===== src/rtl/ranged_pkg.sv =====
// Shared types and index helpers for the ranged bit packer.
// Maps declared (offset) word indices onto physical vector bits.
package ranged_pkg;

    typedef enum logic {
        FILL = 1'b0,
        HOLD = 1'b1
    } packer_state_e;

    // Physical bit position of declared index `logical`
    function automatic int ranged_phys_idx(
        input int width,
        input int lsb_idx,
        input bit ascending,
        input int logical
    );
        int off;
        off = logical - lsb_idx;
        return ascending ? (width - 1 - off) : off;
    endfunction

endpackage


===== src/rtl/ranged_bit_index.sv =====
// One-hot write enable for declared index LSB_IDX+cnt.
// Shared with the matching unpacker.
module ranged_bit_index
    import ranged_pkg::*;
#(
    parameter int WIDTH     = 8,
    parameter int LSB_IDX   = 1,
    parameter int ASCENDING = 0,
    localparam int CW       = $clog2(WIDTH + 1)
) (
    input  logic             en,
    input  logic [CW-1:0]    cnt,
    output logic [WIDTH-1:0] we
);

    // decode the current logical slot into a physical one-hot strobe
    always_comb begin
        we = '0;
        for (int p = 0; p < WIDTH; p++) begin
            if (en && ranged_phys_idx(WIDTH, LSB_IDX, ASCENDING != 0,
                                      LSB_IDX + int'(cnt)) == p) begin
                we[p] = 1'b1;
            end
        end
    end

endmodule


===== src/rtl/ranged_bit_packer.sv =====
// Bit-serial to word packer over an offset declared index range.
// Optional early-termination flush: RANGED_PACKER_FLUSH_EN.
module ranged_bit_packer
    import ranged_pkg::*;
#(
    parameter int WIDTH     = 8,
    parameter int LSB_IDX   = 1,
    parameter int ASCENDING = 0
) (
    input  logic                         clk_i,
    input  logic                         rst_ni,
    input  logic                         bit_valid_i,
    output logic                         bit_ready_o,
    input  logic                         bit_i,
    output logic                         word_valid_o,
    input  logic                         word_ready_i,
`ifdef RANGED_PACKER_FLUSH_EN
    input  logic                         flush_i,
    output logic [$clog2(WIDTH+1)-1:0]   len_o,
`endif
    output logic [WIDTH-1:0]             word_o
);

    localparam int            CW   = $clog2(WIDTH + 1);
    localparam logic [CW-1:0] LAST = CW'(WIDTH - 1);

    packer_state_e    state_q, state_d;
    logic [CW-1:0]    cnt_q, cnt_d;
    logic [WIDTH-1:0] word_q, word_d;
    logic [WIDTH-1:0] we;
    logic             run_q;
    logic             accept;
    logic             flush_go;

    // run_q keeps ready low through reset without a path from rst_ni
    assign accept = run_q && (state_q == FILL) && bit_valid_i;

`ifdef RANGED_PACKER_FLUSH_EN
    assign flush_go = run_q && flush_i && ((cnt_q != '0) || accept);
    assign len_o    = cnt_q;
`else
    assign flush_go = 1'b0;
`endif

    ranged_bit_index #(
        .WIDTH    (WIDTH),
        .LSB_IDX  (LSB_IDX),
        .ASCENDING(ASCENDING)
    ) u_idx (
        .en (accept),
        .cnt(cnt_q),
        .we (we)
    );

    // next-state, counter and word update
    always_comb begin
        state_d = state_q;
        cnt_d   = cnt_q;
        word_d  = word_q;
        unique case (state_q)
            FILL: begin
                if (accept) begin
                    word_d = (word_q & ~we) | (we & {WIDTH{bit_i}});
                    cnt_d  = cnt_q + CW'(1);
                end
                if ((accept && cnt_q == LAST) || flush_go) begin
                    state_d = HOLD;
                end
            end
            HOLD: begin
                if (word_ready_i) begin
                    state_d = FILL;
                    cnt_d   = '0;
                    word_d  = '0;
                end
            end
            default: ;
        endcase
    end

    // state registers with synchronous active-low reset
    always_ff @(posedge clk_i) begin
        if (!rst_ni) begin
            state_q <= FILL;
            cnt_q   <= '0;
            word_q  <= '0;
            run_q   <= 1'b0;
        end else begin
            state_q <= state_d;
            cnt_q   <= cnt_d;
            word_q  <= word_d;
            run_q   <= 1'b1;
        end
    end

    assign bit_ready_o  = run_q && (state_q == FILL);
    assign word_valid_o = (state_q == HOLD);
    assign word_o       = word_q;

endmodule

===== config.mk =====
export PLATFORM = sky130hd
export DESIGN_NAME = ranged_bit_packer
export DESIGN_NICKNAME = d
export VERILOG_FILES = /design/src/rtl/ranged_pkg.sv /design/src/rtl/ranged_bit_index.sv /design/src/rtl/ranged_bit_packer.sv
export SDC_FILE = /design/constraint.sdc
export NUM_CORES = 1
export LEC_CHECK = 0
export BUFFER_PORTS_ARGS = -buffer_cell sky130_fd_sc_hd__buf_2
export CELL_PAD_IN_SITES_DETAIL_PLACEMENT = 1
export CELL_PAD_IN_SITES_GLOBAL_PLACEMENT = 1
export CORE_MARGIN = 5
export CORE_UTILIZATION = 30
export CTS_CLUSTER_DIAMETER = 200
export DETAILED_ROUTE_END_ITERATION = 7
export PLACE_DENSITY_LB_ADDON = 0.1
export SLEW_MARGIN = 20
export SYNTH_ARGS = -nofsm -noshare
export SYNTH_HDL_FRONTEND = slang
export SYNTH_HIERARCHICAL = 1
export SYNTH_SLANG_ARGS = --single-unit

===== constraint.sdc =====
create_clock -name clk_i -period 5 [get_ports clk_i]
set_input_delay 0.25 -clock clk_i [delete_from_list [all_inputs] [get_ports clk_i]]
set_output_delay 0.25 -clock clk_i [all_outputs]
set_load 0.005 [all_outputs]

Word-level counts from Yosys, hierarchy flattened
Cells that the tools add are included.
{"block": "word_totals", "wordCells": 53, "regBits": 14, "inputBits": 5}
{"block": "op_classes", "muxes": 18, "reduce_logical": 13, "n_bitwise": 5, "n_eq_ne": 10, "add_sub_neg": 3}
{"op": "32-bit by 4-bit == test with 1-bit output, second input constant", "count": 4}
{"op": "32-bit by 3-bit == test with 1-bit output, second input constant", "count": 2}
{"op": "32-bit by 2-bit == test with 1-bit output, second input constant", "count": 1}
{"op": "32-bit zero test", "count": 1}
{"op": "8-bit bitwise AND", "count": 2}
{"op": "8-bit 2-to-1 mux", "count": 2}
{"op": "8-bit one-hot mux with 2 select lines", "count": 1}
{"op": "1-bit logical AND", "count": 11}
{"op": "1-bit 2-to-1 mux", "count": 11}
{"op": "4-bit 2-to-1 mux", "count": 2}
{"op": "8-bit inverter", "count": 1}
{"op": "8-bit OR", "count": 1}
{"op": "4-bit one-hot mux with 2 select lines", "count": 1}
{"op": "5-bit by 1-bit subtractor with 6-bit output, second input constant", "count": 1}
{"op": "1-bit by 4-bit adder with 5-bit output, first input constant", "count": 1}
{"op": "4-bit by 1-bit adder with 4-bit output, second input constant", "count": 1}
{"op": "4-bit by 3-bit == test with 1-bit output, second input constant", "count": 1}
{"op": "2-bit inequality test, second input constant", "count": 2}
{"op": "1-bit one-hot mux with 2 select lines", "count": 1}
{"op": "2-bit AND reduction", "count": 1}
{"op": "1-bit inverter", "count": 1}

Depth between registers and ports, before layout
{"block": "logic_depth", "depth_word": 10, "ltp_mapped": 10, "depth_no_buf": 9}

Hierarchy
Netlist, hierarchy kept.
{"module": "ranged_bit_packer", "cells_per_inst": 62, "n_inst": 1, "area_per_inst_um2": 584.3, "seq_area_each_um2": 280.3}
{"module": "ranged_bit_index", "cells_per_inst": 36, "n_inst": 1, "area_per_inst_um2": 290.3, "seq_area_each_um2": 0.0}

Worst setup path before layout
Ideal clock, no wire load.
{"block": "synth_path", "kind": "register to register", "start": "register cnt_q[0]", "end": "register word_q[6] (netlist: word_o[6])", "arrival_ns": 2.292, "slack_ns": 2.583, "stages_incl_launch_ff": 11, "period_less_slack_ns": 2.417, "setup_time_ns": 0.126, "path_cell_list": "dfxtp_1 > ha_1 > xnor2_2 > and3_2 > ha_1 > nand4_1 > or2_0 > buf_6 > a2111oi_1 > nand2_1 > mux2i_1"}
{"block": "synth_between", "elab_chain_len": 10, "word_cells_on_any_way": 11, "classes_between": "add/sub: 2; eq/ne: 1; mux: 3; bitwise: 4; reduce/logical: 1"}
{"element": "from (decl)", "line_no": "ranged_bit_packer.sv:28", "text": "logic [CW-1:0] cnt_q, cnt_d;"}
{"element": "from (signal assigned)", "line_no": "ranged_bit_packer.sv:90", "text": "cnt_q <= cnt_d;"}
{"element": "1-bit by 4-bit adder with 5-bit output *", "line_no": "ranged_bit_index.sv:21", "text": "LSB_IDX + int'(cnt)) == p) begin"}
{"element": "5-bit by 1-bit subtractor with 6-bit output *", "line_no": "ranged_pkg.sv:18", "text": "off = logical - lsb_idx;"}
{"element": "32-bit by 4-bit == test with 1-bit output *", "line_no": "ranged_bit_index.sv:21"}
{"element": "1-bit logical AND *", "line_no": "ranged_bit_index.sv:20", "text": "if (en && ranged_phys_idx(WIDTH, LSB_IDX, ASCENDING != 0,"}
{"element": "1-bit 2-to-1 mux *", "line_no": "ranged_bit_index.sv:20"}
{"element": "net we[6]", "line_no": "ranged_bit_packer.sv:30", "text": "logic [WIDTH-1:0] we;"}
{"element": "8-bit inverter", "line_no": "ranged_bit_packer.sv:63", "text": "word_d = (word_q & ~we) | (we & {WIDTH{bit_i}});"}
{"element": "8-bit bitwise AND", "line_no": "ranged_bit_packer.sv:63"}
{"element": "8-bit OR *", "line_no": "ranged_bit_packer.sv:63"}
{"element": "8-bit 2-to-1 mux *", "line_no": "ranged_bit_packer.sv:62", "text": "if (accept) begin"}
{"element": "8-bit one-hot mux with 2 select lines *", "line_no": "ranged_bit_packer.sv:60", "text": "unique case (state_q)"}
{"element": "to (signal assigned)", "line_no": "ranged_bit_packer.sv:91", "text": "word_q <= word_d;"}
{"element": "to (decl)", "line_no": "ranged_bit_packer.sv:29", "text": "logic [WIDTH-1:0] word_q, word_d;"}
The timed path passes the listed nets; every way through them passes the cells marked *. The select of a mux whose other input is x is not followed.
A chain may end at the register's enable or synchronous reset.

Worst setup path after layout
{"block": "layout_path", "start": "register cnt_q[0]", "end": "register word_q[5] (netlist: word_o[5])"}
Same word-level chain as after synthesis.

==> summary.md <==
| Metric | Value |
|---|---|
| Run status | finished clean |
| Ys async rst share | 0% |
| Critical Path RT | between 5 and 6 ns |
| Max cap viols | 0 |
| Design Area, Final | 995 um2 |
| Largest net degree at the start of global routing | 12 |
| Net count after synthesis | 110 |
| Most frequent cell after synthesis | nand2_1 |
| First-pass GRT wire length | 3.61 mm |
| Synth Flop Type | dfxtp_1 |
| Setup_tns | 0 ns |
| Initial Util | 31.4% |
| P_leak | ~0.45 nW |
| Port Buffers | 14 |
| RSZ-0062 raised after global routing | no |
| Mapped cell area | 875 um2 |
| Slowest-stage cell, CP | dfxtp_1 |
| Rows | 19 |
| Hold EP | run_q$_DFF_P_ |
| Delay of the slowest critical-path stage | around 0.52 ns |
| Die area | 4100 um2 |
| CTS tree | built |
| Post-synthesis cell count | around 100 |
| Final setup vio count | 0 |
| Drt pass-1 iters | 2 |
| Clk_lat worst skew | between 0.2 and 0.3 ns |
| Yosys top cell by area | dfxtp_1 |
| Initial antenna violation count | 0 |
| Hold-fix buffers at CTS | 0 |
| Syn Area/Cell | a little under 9 um2 |
| GRT Max-Usage Layer | met2 |
| Synth top cells by count | 21 x nand2_1, 14 x dfxtp_1, 8 x mux2i_1 |
| Dpl cell area | 972 um2 |
| Routability cong. | about 0.74 |
| Clock root buffer | clkbuf_4 |
| CP most frequent cell | ha_1 |
| Met3 global-route usage | under 10% |
| Clock Tree Buf Depth | 2 |
| Synth top area cells | dfxtp_1 32%, ha_1 10%, mux2i_1 9.2%, nand2_1 9.0%, nand3b_1 4.3% |
| Core area | ~2800 um2 |
| Hold-critical path depth | 1 |
| Slew margin rel. | a little over two thirds |
| DP Cell Count | about 140 |
| Post-synth EDFFs | 0 |
| Hold WC Path Type | in2reg |
| R2R setup slack | 2.21 ns |
| Slew @ Worst Pin | approximately 0.43 ns |
| Overflow left after global routing | 0 |
| Reg2reg start | cnt_q[0]$_SDFFE_PN0P_ |
| Vias after detailed routing | roughly 740 |
| Crit Path Max Fanout | 10 |
| Synth top area share | 32.0% |
| VDD IR-drop max | approximately 0.14 mV |
| Clock slew at reported path FFs | 0.08 ns |
| Number of global-route vias before repair | 786 |
| Largest delay contributor family on the critical path | simple AND/OR/NAND/NOR gates |
| Slew Viols, Final | 0 |
| Drt total wl | between 1.5 and 2 mm |
| Post-CTS sizing | 0 |
| Final hold vios | 0 |
| Synth cell types | 29 |
| Max Clk Rate | about 0.36 GHz |
| H-tree levels | 1 |
| Sequential share of the synthesized area | between 30 and 40% |
| Minimum clock period | between 2 and 3 ns |
| GR Layer Usage met1 | between 10% and 20% |
| DRC Markers | 0 |
| Antenna-violating nets left | 0 |
| DRT iter0 DRCs | 2 |
| Met2 usage | between 15 and 20% |
| Detail Placement HPWL | about 1.5 mm |
| Final Skew | approximately 0.0029 ns |
| Vias per std cell | roughly 5.1 |
| Fraction of layout cells with a size suffix above 1 | between 20% and 30% |
| Hold_sp | rst_ni |
| Crit path launch type | flop |
| Finished Layout Cells | 145 |
| Worst EP arrival | 2.94 ns |
| R2R Path End | word_o[5]$_SDFFE_PN0P_ |
| Die Y | around 64 um |
| Register bit total from synthesis | 14 |
| CP bufs+invs | 0 |
| Fin crit share | a little under three fifths |
| CTS Buf Count | 3 |
| Area grow syn2layout | 13.7% |
| Yosys warning count | 6 |
| I/O pin total | 15 |
| Worst path cell trace | ha_1 -> xnor2_2 -> and3_2 -> ha_1 -> nand4_1 -> or2_0 -> a2111oi_1 -> nand2_1 -> mux2i_1 |
| WL/cell | 13.6 um |
| Critical path type | reg2reg |
| N_diodes | 0 |
| # clock sinks | 14 |
| Setup bufs post-CTS | 0 |
| Register-to-Register Path Depth | 9 |
| Gr usage total | between 10% and 20% |
| Power per cell area | roughly 200 nW/um2 |
| Critical Path Sink Type | flop |
| Die X-Extent | between 60 and 70 um |
| Post-layout net count | roughly 130 |
-- placed cells by master (no fill, tap or decap) --
| cell | Yosys | layout |
|---|---|---|
| nand2_1 | 21 | 21 |
| dfxtp_1 | 14 | 14 |
| buf_2 | 0 | 14 |
| mux2i_1 | 8 | 8 |
| ha_1 | 7 | 7 |
| nand3b_1 | 5 | 5 |
| a21oi_1 | 5 | 5 |
| inv_1 | 5 | 5 |
| nand3_1 | 4 | 4 |
| clkbuf_4 | 0 | 3 |
| a2111oi_1 | 3 | 3 |
| a21boi_0 | 2 | 2 |
| and3_2 | 2 | 2 |
| nor2_1 | 2 | 2 |
| xor2_1 | 2 | 2 |
| o21ai_0 | 2 | 2 |
| nand4_1 | 2 | 2 |
| and2b_2 | 1 | 1 |
| nand3b_4 | 1 | 1 |
| inv_2 | 1 | 1 |
| o21a_1 | 1 | 1 |
| nand4b_1 | 1 | 1 |
| a21boi_2 | 1 | 1 |
| o31ai_1 | 1 | 1 |
| or3_1 | 1 | 1 |
| xor2_2 | 1 | 1 |
| xnor2_2 | 1 | 1 |
| nor2b_1 | 1 | 1 |
| or2_0 | 1 | 1 |
| nor4b_1 | 1 | 1 |
-- worst reg2reg max path, cell delays in order (launching register included) --
cell and delay (ns):
dfxtp_1 0.52, ha_1 0.29, xnor2_2 0.14, and3_2 0.23
ha_1 0.29, nand4_1 0.07, or2_0 0.33, a2111oi_1 0.52
nand2_1 0.14, mux2i_1 0.14
-- power breakdown --
group | internal [mW] | switching [mW]
Combinational | 0.00769 | 0.0120
Sequential | 0.113 | 0.00256
Clock | 0.0278 | 0.0336
-- per-stage QoR --
stage                     total power, mW  hold WS (ns)  utilization, %  setup slack, ns
after floorplan                     0.130         0.278               -             2.58
after global placement              0.137         0.445            35.0             2.27
after detailed placement            0.138         0.448            35.0             2.21
after CTS                           0.203         0.179            35.8             2.20
after global routing                0.211         0.175            35.8             2.03
final                               0.196         0.188            35.8             2.21
-- how the worst max path moves through the flow --
stage,startpoint,to,slack [ns],cells past startpoint
floorplan,cnt_q[0]$_SDFFE_PN0P_,word_o[6]$_SDFFE_PN0P_,2.58,10
global placement,cnt_q[0]$_SDFFE_PN0P_,word_o[6]$_SDFFE_PN0P_,2.27,9
global route,cnt_q[0]$_SDFFE_PN0P_,word_o[5]$_SDFFE_PN0P_,2.03,9
finish,cnt_q[0]$_SDFFE_PN0P_,word_o[5]$_SDFFE_PN0P_,2.21,9
detailed placement,cnt_q[0]$_SDFFE_PN0P_,word_o[5]$_SDFFE_PN0P_,2.21,9
CTS,cnt_q[0]$_SDFFE_PN0P_,word_o[5]$_SDFFE_PN0P_,2.20,9
-- routing by layer --
metal,up-vias,routed length (um)
met5,-,0
met4,0,40
met3,4,49
met2,10,851
met1,344,1030
li1,377,-
-- layout make-up --
type	instances	area (um2)
clock buffer	3	22.5
fill	335	1790
inverter	6	22.5
multi-input combinational	77	561
sequential	14	280
tap	31	38.8
timing repair buffer	14	70.1
-- registers in the layout (all words and copies together) (netlist names) --
signal        flops
run_q             1
cnt_q             4
word_o            8
word_valid_o      1
-- kinds of logic after synthesis --
family,Yosys count,synth area share (%)
adder cells (fa/ha/maj),7,10.0
flip-flops,14,32.0
buffers and inverters,7,3.86
XOR/XNOR,4,5.72
AO/OA/AOI/OAI,15,12.2
multiplexers,8,9.16
AND/OR/NAND/NOR,43,27.0
Power figures use the tool's default switching activity.
